`src/rtl/exu_muldiv_if.sv`:
```
// Bundle between the execute dispatch stage and the MULDIV unit:
// request/operands in, stall and one-cycle write-back out.
interface exu_muldiv_if;
    logic        req_muldiv_i;
    logic [31:0] muldiv_op1_i;
    logic [31:0] muldiv_op2_i;
    logic        muldiv_op_mul_i;
    logic        muldiv_op_mulh_i;
    logic        muldiv_op_mulhsu_i;
    logic        muldiv_op_mulhu_i;
    logic        muldiv_op_div_i;
    logic        muldiv_op_divu_i;
    logic        muldiv_op_rem_i;
    logic        muldiv_op_remu_i;
    logic [4:0]  rd_waddr_i;
    logic        flush_i;
    logic        muldiv_stall_o;
    logic        muldiv_reg_we_o;
    logic [4:0]  muldiv_reg_waddr_o;
    logic [31:0] muldiv_reg_wdata_o;

    modport slave (
        input  req_muldiv_i, muldiv_op1_i, muldiv_op2_i,
        input  muldiv_op_mul_i, muldiv_op_mulh_i, muldiv_op_mulhsu_i, muldiv_op_mulhu_i,
        input  muldiv_op_div_i, muldiv_op_divu_i, muldiv_op_rem_i, muldiv_op_remu_i,
        input  rd_waddr_i, flush_i,
        output muldiv_stall_o, muldiv_reg_we_o, muldiv_reg_waddr_o, muldiv_reg_wdata_o
    );

    modport master (
        output req_muldiv_i, muldiv_op1_i, muldiv_op2_i,
        output muldiv_op_mul_i, muldiv_op_mulh_i, muldiv_op_mulhsu_i, muldiv_op_mulhu_i,
        output muldiv_op_div_i, muldiv_op_divu_i, muldiv_op_rem_i, muldiv_op_remu_i,
        output rd_waddr_i, flush_i,
        input  muldiv_stall_o, muldiv_reg_we_o, muldiv_reg_waddr_o, muldiv_reg_wdata_o
    );
endinterface

```
`src/rtl/exu_muldiv.sv`:
```
// RV32M unit: single-cycle registered multiply, iterative restoring divide
// (one quotient bit per cycle), one-cycle write-back pulse in DONE.
module exu_muldiv #(
    parameter bit DIV_EARLY_OUT = 1'b1
) (
    input  logic         clk,
    input  logic         rst_n,
    exu_muldiv_if.slave  bus
);
    typedef enum logic [1:0] {IDLE, MUL, DIV, DONE} state_t;
    state_t state_q, state_d;

    logic [31:0] op1, op2;
    logic        is_mul, is_sdiv, accept, op2_zero, ovf, early;
    logic [31:0] special;

    logic [31:0] a_q, b_q, quo_q, rem_q, wdata_q;
    logic [4:0]  rd_q, cnt_q, waddr_q;
    logic        sa_q, sb_q, hi_q, rem_sel_q, neg_q_q, neg_r_q, we_q;

    logic [63:0] ea, eb, prod;
    logic [31:0] mul_res, div_res, quo_nx, rem_nx;
    logic [32:0] rem_sh, rem_sub;
    logic        ge;

    assign op1      = bus.muldiv_op1_i;
    assign op2      = bus.muldiv_op2_i;
    assign is_mul   = bus.muldiv_op_mul_i | bus.muldiv_op_mulh_i |
                      bus.muldiv_op_mulhsu_i | bus.muldiv_op_mulhu_i;
    assign is_sdiv  = bus.muldiv_op_div_i | bus.muldiv_op_rem_i;
    assign accept   = (state_q == IDLE) & bus.req_muldiv_i & ~bus.flush_i;
    assign op2_zero = (op2 == 32'd0);
    assign ovf      = is_sdiv & (op1 == 32'h8000_0000) & (op2 == 32'hFFFF_FFFF);
    assign early    = DIV_EARLY_OUT & ~is_mul & (op2_zero | ovf);
    // Early-out results; quotient ops first, remainder ops second.
    assign special  = (bus.muldiv_op_div_i | bus.muldiv_op_divu_i) ?
                      (op2_zero ? 32'hFFFF_FFFF : 32'h8000_0000) :
                      (op2_zero ? op1 : 32'd0);

    // 33x33 signed product, carried in 64 bits (upper bits are never needed).
    assign ea      = {{32{sa_q & a_q[31]}}, a_q};
    assign eb      = {{32{sb_q & b_q[31]}}, b_q};
    assign prod    = ea * eb;
    assign mul_res = hi_q ? prod[63:32] : prod[31:0];

    // One restoring step; the 33-bit partial remainder covers divisors above 2^31.
    assign rem_sh  = {rem_q, a_q[5'd31 - cnt_q]};
    assign rem_sub = rem_sh - {1'b0, b_q};
    assign ge      = ~rem_sub[32];
    assign rem_nx  = ge ? rem_sub[31:0] : rem_sh[31:0];
    assign quo_nx  = {quo_q[30:0], ge};
    assign div_res = rem_sel_q ? (neg_r_q ? -rem_nx : rem_nx)
                               : (neg_q_q ? -quo_nx : quo_nx);

    // Stall and write-back are cut by flush in the same cycle.
    assign bus.muldiv_stall_o     = ((state_q == IDLE & bus.req_muldiv_i) |
                                     state_q == MUL | state_q == DIV) & ~bus.flush_i;
    assign bus.muldiv_reg_we_o    = we_q & ~bus.flush_i;
    assign bus.muldiv_reg_waddr_o = waddr_q;
    assign bus.muldiv_reg_wdata_o = wdata_q;

    // Next-state logic; flush overrides everything back to IDLE.
    always_comb begin
        state_d = state_q;
        case (state_q)
            IDLE: if (accept) state_d = is_mul ? MUL : (early ? DONE : DIV);
            MUL:  state_d = DONE;
            DIV:  if (cnt_q == 5'd31) state_d = DONE;
            DONE: state_d = IDLE;
            default: state_d = IDLE;
        endcase
        if (bus.flush_i) state_d = IDLE;
    end

    // State register and write-enable pulse (high exactly while in DONE).
    always_ff @(posedge clk or negedge rst_n) begin
        if (!rst_n) begin
            state_q <= IDLE;
            we_q    <= 1'b0;
        end else begin
            state_q <= state_d;
            we_q    <= (state_d == DONE);
        end
    end

    // Operand capture, divider iteration and result registers.
    always_ff @(posedge clk or negedge rst_n) begin
        if (!rst_n) begin
            a_q <= '0; b_q <= '0; quo_q <= '0; rem_q <= '0; cnt_q <= '0;
            rd_q <= '0; sa_q <= 1'b0; sb_q <= 1'b0; hi_q <= 1'b0;
            rem_sel_q <= 1'b0; neg_q_q <= 1'b0; neg_r_q <= 1'b0;
            waddr_q <= '0; wdata_q <= '0;
        end else begin
            if (accept) begin
                rd_q      <= bus.rd_waddr_i;
                cnt_q     <= '0;
                quo_q     <= '0;
                rem_q     <= '0;
                // mul sign-extension flags; division uses magnitudes instead
                sa_q      <= bus.muldiv_op_mulh_i | bus.muldiv_op_mulhsu_i;
                sb_q      <= bus.muldiv_op_mulh_i;
                hi_q      <= ~bus.muldiv_op_mul_i;
                rem_sel_q <= bus.muldiv_op_rem_i | bus.muldiv_op_remu_i;
                // no quotient sign fix on divide-by-zero: all-ones must survive
                neg_q_q   <= bus.muldiv_op_div_i & (op1[31] ^ op2[31]) & ~op2_zero;
                neg_r_q   <= bus.muldiv_op_rem_i & op1[31];
                a_q       <= (is_sdiv & op1[31]) ? -op1 : op1;
                b_q       <= (is_sdiv & op2[31]) ? -op2 : op2;
                if (is_mul) begin
                    a_q <= op1;
                    b_q <= op2;
                end
                if (early) begin
                    wdata_q <= special;
                    waddr_q <= bus.rd_waddr_i;
                end
            end
            if (state_q == MUL && !bus.flush_i) begin
                wdata_q <= mul_res;
                waddr_q <= rd_q;
            end
            if (state_q == DIV) begin
                cnt_q <= cnt_q + 5'd1;
                quo_q <= quo_nx;
                rem_q <= rem_nx;
                if (cnt_q == 5'd31 && !bus.flush_i) begin
                    wdata_q <= div_res;
                    waddr_q <= rd_q;
                end
            end
        end
    end
endmodule
```
`src/flat_wrapper.sv`:
```
// flat-port wrapper written by rule: the top's interface ports become plain ports
module exu_muldiv_flat 
#(
    parameter bit DIV_EARLY_OUT = 1'b1
)
  (clk, rst_n, bus_req_muldiv_i, bus_muldiv_op1_i, bus_muldiv_op2_i, bus_muldiv_op_mul_i, bus_muldiv_op_mulh_i, bus_muldiv_op_mulhsu_i, bus_muldiv_op_mulhu_i, bus_muldiv_op_div_i, bus_muldiv_op_divu_i, bus_muldiv_op_rem_i, bus_muldiv_op_remu_i, bus_rd_waddr_i, bus_flush_i, bus_muldiv_stall_o, bus_muldiv_reg_we_o, bus_muldiv_reg_waddr_o, bus_muldiv_reg_wdata_o);
  exu_muldiv_if bus_i ();
  input  logic clk;
  input  logic rst_n;
  input wire logic [$bits(bus_i.req_muldiv_i)-1:0] bus_req_muldiv_i;
  input wire logic [$bits(bus_i.muldiv_op1_i)-1:0] bus_muldiv_op1_i;
  input wire logic [$bits(bus_i.muldiv_op2_i)-1:0] bus_muldiv_op2_i;
  input wire logic [$bits(bus_i.muldiv_op_mul_i)-1:0] bus_muldiv_op_mul_i;
  input wire logic [$bits(bus_i.muldiv_op_mulh_i)-1:0] bus_muldiv_op_mulh_i;
  input wire logic [$bits(bus_i.muldiv_op_mulhsu_i)-1:0] bus_muldiv_op_mulhsu_i;
  input wire logic [$bits(bus_i.muldiv_op_mulhu_i)-1:0] bus_muldiv_op_mulhu_i;
  input wire logic [$bits(bus_i.muldiv_op_div_i)-1:0] bus_muldiv_op_div_i;
  input wire logic [$bits(bus_i.muldiv_op_divu_i)-1:0] bus_muldiv_op_divu_i;
  input wire logic [$bits(bus_i.muldiv_op_rem_i)-1:0] bus_muldiv_op_rem_i;
  input wire logic [$bits(bus_i.muldiv_op_remu_i)-1:0] bus_muldiv_op_remu_i;
  input wire logic [$bits(bus_i.rd_waddr_i)-1:0] bus_rd_waddr_i;
  input wire logic [$bits(bus_i.flush_i)-1:0] bus_flush_i;
  output wire logic [$bits(bus_i.muldiv_stall_o)-1:0] bus_muldiv_stall_o;
  output wire logic [$bits(bus_i.muldiv_reg_we_o)-1:0] bus_muldiv_reg_we_o;
  output wire logic [$bits(bus_i.muldiv_reg_waddr_o)-1:0] bus_muldiv_reg_waddr_o;
  output wire logic [$bits(bus_i.muldiv_reg_wdata_o)-1:0] bus_muldiv_reg_wdata_o;
  assign bus_i.req_muldiv_i = bus_req_muldiv_i;
  assign bus_i.muldiv_op1_i = bus_muldiv_op1_i;
  assign bus_i.muldiv_op2_i = bus_muldiv_op2_i;
  assign bus_i.muldiv_op_mul_i = bus_muldiv_op_mul_i;
  assign bus_i.muldiv_op_mulh_i = bus_muldiv_op_mulh_i;
  assign bus_i.muldiv_op_mulhsu_i = bus_muldiv_op_mulhsu_i;
  assign bus_i.muldiv_op_mulhu_i = bus_muldiv_op_mulhu_i;
  assign bus_i.muldiv_op_div_i = bus_muldiv_op_div_i;
  assign bus_i.muldiv_op_divu_i = bus_muldiv_op_divu_i;
  assign bus_i.muldiv_op_rem_i = bus_muldiv_op_rem_i;
  assign bus_i.muldiv_op_remu_i = bus_muldiv_op_remu_i;
  assign bus_i.rd_waddr_i = bus_rd_waddr_i;
  assign bus_i.flush_i = bus_flush_i;
  assign bus_muldiv_stall_o = bus_i.muldiv_stall_o;
  assign bus_muldiv_reg_we_o = bus_i.muldiv_reg_we_o;
  assign bus_muldiv_reg_waddr_o = bus_i.muldiv_reg_waddr_o;
  assign bus_muldiv_reg_wdata_o = bus_i.muldiv_reg_wdata_o;
  exu_muldiv #(.DIV_EARLY_OUT(DIV_EARLY_OUT)) u_core (.clk(clk), .rst_n(rst_n), .bus(bus_i));
endmodule
```
`config.mk`:
```
export PLATFORM = sky130hd
export DESIGN_NAME = exu_muldiv_flat
export DESIGN_NICKNAME = d
export VERILOG_FILES = /design/src/rtl/exu_muldiv_if.sv /design/src/rtl/exu_muldiv.sv /design/src/flat_wrapper.sv
export SDC_FILE = /design/constraint.sdc
export NUM_CORES = 2
export LEC_CHECK = 0
export CAP_MARGIN = 20
export CORE_ASPECT_RATIO = 0.5
export CORE_MARGIN = 5
export CORE_UTILIZATION = 41
export DETAILED_ROUTE_END_ITERATION = 16
export HOLD_SLACK_MARGIN = 0.15
export SLEW_MARGIN = 40
export SYNTH_ARGS = -nofsm -noshare
export SYNTH_HDL_FRONTEND = slang
export SYNTH_SLANG_ARGS = --single-unit
```
`constraint.sdc`:
```
create_clock -name clk -period 12.8 [get_ports clk]
set_input_delay 3.84 -clock clk [delete_from_list [all_inputs] [get_ports clk]]
set_output_delay 3.84 -clock clk [all_outputs]
set_load 0.01 [all_outputs]
```
==> results.cfg <==
[cells_and_area]
mostFrequentLayoutCells = inv_1, fa_1, nand2_1
finalNetCount = 7256
area_delta_synth_final_pct = 6.38
layout_commonest_cell = inv_1
design_area_um2 = 55200
layout-drive-gt1-share = 0.0355

[cts]
cts_hold_buf = 0
htree_levels = 4
clkSlewWorstSetupHoldPaths_ns = 0.08
cts_setup_buffers = 0
cts_root_buf = clkbuf_16
post_cts_resized = 0
clk_latency_ns = 0.47
cts_sinks = 183
numCtsBuffers = 17
cts_tree = built
clock_path_buffers = 2

[yosys]
syn_area_um2 = 51900
synth_cell_types = 92
synthTopCellsByArea = fa_1, dfrtp_1, inv_1
seq_area_frac_synth = 0.0883
syn-num-nets = 7387
synth.top_cell.area_share = 0.435
synth_edf_count = 0
ys_async_sr_fraction = 1.00
synth_seq_cells = 183
synthFlopType = dfrtp_1
yosys_warnings = 0
yosysTopAreaCell = fa_1
postSynthCellCount = 5926
syn_area_per_cell_um2 = 8.75

[worst_setup_path]
path_common_cell = fa_1
setup.worst_path.class = reg2reg
cp-end-kind = flop
r2r_start = u_core.a_q[31]$_DFFE_PN0P_
crit_fanout = 53
startpoint = u_core.a_q[31]$_DFFE_PN0P_
cp_top_family = adder cells
crit_required_ns = 13.12
critPathBufInv = 8
critical-path-slowest-cell = fa_1
critPathMaxStageDelay_ns = 0.87
critPathLaunchType = flop
critPathArrivalTime_ns = 10.05

[place]
pre_cts_slack_ns = 3.10
gp_congestion = 0.979
place_area_um2 = 54500
dpl.hpwl_mm = 134
port_buffers = 119

[grt]
grt_pass1_wl_mm = 259
grt_util_all_layers = 0.251
grt_max_degree = 89
grt_pass1_vias = 42994
antenna_found_initial = 17
grt-ovfl-total = 0

[sta]
setup-violations-final = 0
period_minus_slack_ns = 9.73
final.setup.tns_ns = 0
rsz0062_at_grt = no
fin_ws_ns = 3.07
timing.final.hold_violations = 0
slew_headroom = 0.398
tightest_slew_ns = 0.896
finalCritPeriodShare = 0.760
fin_worst_skew_ns = 0.0124
max_freq_ghz = 0.103
drv_slew = 0

[routing]
vias = 41139
wire_per_inst_um = 22.1
via_per_inst = 5.48
route.final.wire_length_mm = 166
drt_iter0_markers = 3217
drc = 0
firstDrtPassIters = 6
ant_nets = 0

[min_path]
hp-start = u_core.a_q[11]$_DFFE_PN0P_
hp-class = reg2reg

[flow_run]
cap_violations = 0

[floorplan]
core_um2 = 126000
io_pins = 120
dieWidth_um = 513
num_rows = 92
start_util = 0.412
die_h_um = 261
fp.dieArea_um2 = 134000

[outcome]
status = finished clean
## path summary, 6_finish.rpt
kind / cells after the start / endpoint / slack (ns)
setup / recovery: 29 / u_core.bus.muldiv_reg_wdata_o[27]$_DFF_PN0_ / 3.07
hold / removal: 2 / u_core.a_q[11]$_DFFE_PN0P_ / 0.48
setup reg to reg: 29 / u_core.bus.muldiv_reg_wdata_o[27]$_DFF_PN0_ / 3.07
hold reg to reg: 2 / u_core.a_q[11]$_DFFE_PN0P_ / 0.48
max in group asynchronous: 2 / u_core.b_q[11]$_DFFE_PN0P_ / 8.21
min in group asynchronous: 1 / u_core.quo_q[13]$_DFFE_PN0P_ / 3.35
## cell usage after synthesis, drive strengths merged, types with 6 or more instances
library cell  instances
mux2i                61
and3                 37
or2                  23
nor2b                13
fa                 1126
o22ai                11
nor3                 44
mux4                 10
a21boi                8
or4                  21
mux2                 13
a21o                 45
and2                374
nor4                 12
nand3                32
buf                  14
a21oi               168
xor2                101
o211ai               12
a41oi                 6
inv                1169
o31a                  6
dfrtp               183
a31oi                41
nor2                156
ha                  254
o2111ai               6
nand2              1045
nand2b               14
o21a                 17
o21bai               10
o311ai                7
xnor2               103
a221oi               23
a211o                11
nand4                19
or3                  24
o41ai                17
a211oi               18
o21ai               247
o31ai                32
clkbuf              335
## tightest hold or removal path, cell delays in order, from the launching register on
cell and delay (ns):
dfrtp_1 0.34, nand2_1 0.05, o21ai_0 0.06
## metal layers
layer,wire length [µm],GRT usage,share of wire
met4,5330,0.0773,0.032
met1,70400,0.347,0.42
met2,76100,0.406,0.46
met3,13900,0.0451,0.084
met5,52,0,0.00031
## layout make-up
cell class / count / area [µm²]
Clock buffer: 21 / 470
Clock inverter: 11 / 146
Antenna cell: 9 / 22.5
Multi-Input combinational cell: 4224 / 41600
Timing Repair Buffer: 199 / 1810
Fill cell: 12330 / 70600
Tap cell: 1692 / 2120
Sequential cell: 183 / 4600
Inverter: 1170 / 4390
## stage by stage
step	cells	hold slack, ns	util
global route	7506	0.491	0.438
finish	7509	0.482	0.438
global placement	7467	0.460	0.433
CTS	7499	0.486	0.438
floorplan	5926	0.446	-
detailed placement	7467	0.466	0.433
## cells by family (layout without fill, tap and decap cells)
group / after synthesis / count (layout) / share of synthesized area
AO/OA/AOI/OAI: 723 / 723 / 0.0880
other: 0 / 9 / 0
buffers and inverters: 1519 / 1401 / 0.110
XOR/XNOR: 204 / 204 / 0.0346
adder cells (fa/ha/maj): 1380 / 1380 / 0.496
multiplexers: 84 / 84 / 0.0192
AND/OR/NAND/NOR: 1833 / 1833 / 0.164
flip-flops: 183 / 183 / 0.0883
## sequential cells by signal, summed over array words and instances (netlist names), 2 cells and up
register	cells
u_core.b_q	32
u_core.a_q	32
u_core.state_q	2
u_core.bus.muldiv_reg_waddr_o	5
u_core.bus.muldiv_reg_wdata_o	32
u_core.quo_q	31
u_core.cnt_q	5
u_core.rem_q	32
u_core.rd_q	5
Power is not shown: default switching activity piles up to over one toggle a cycle in this logic, so the estimate is an artifact.
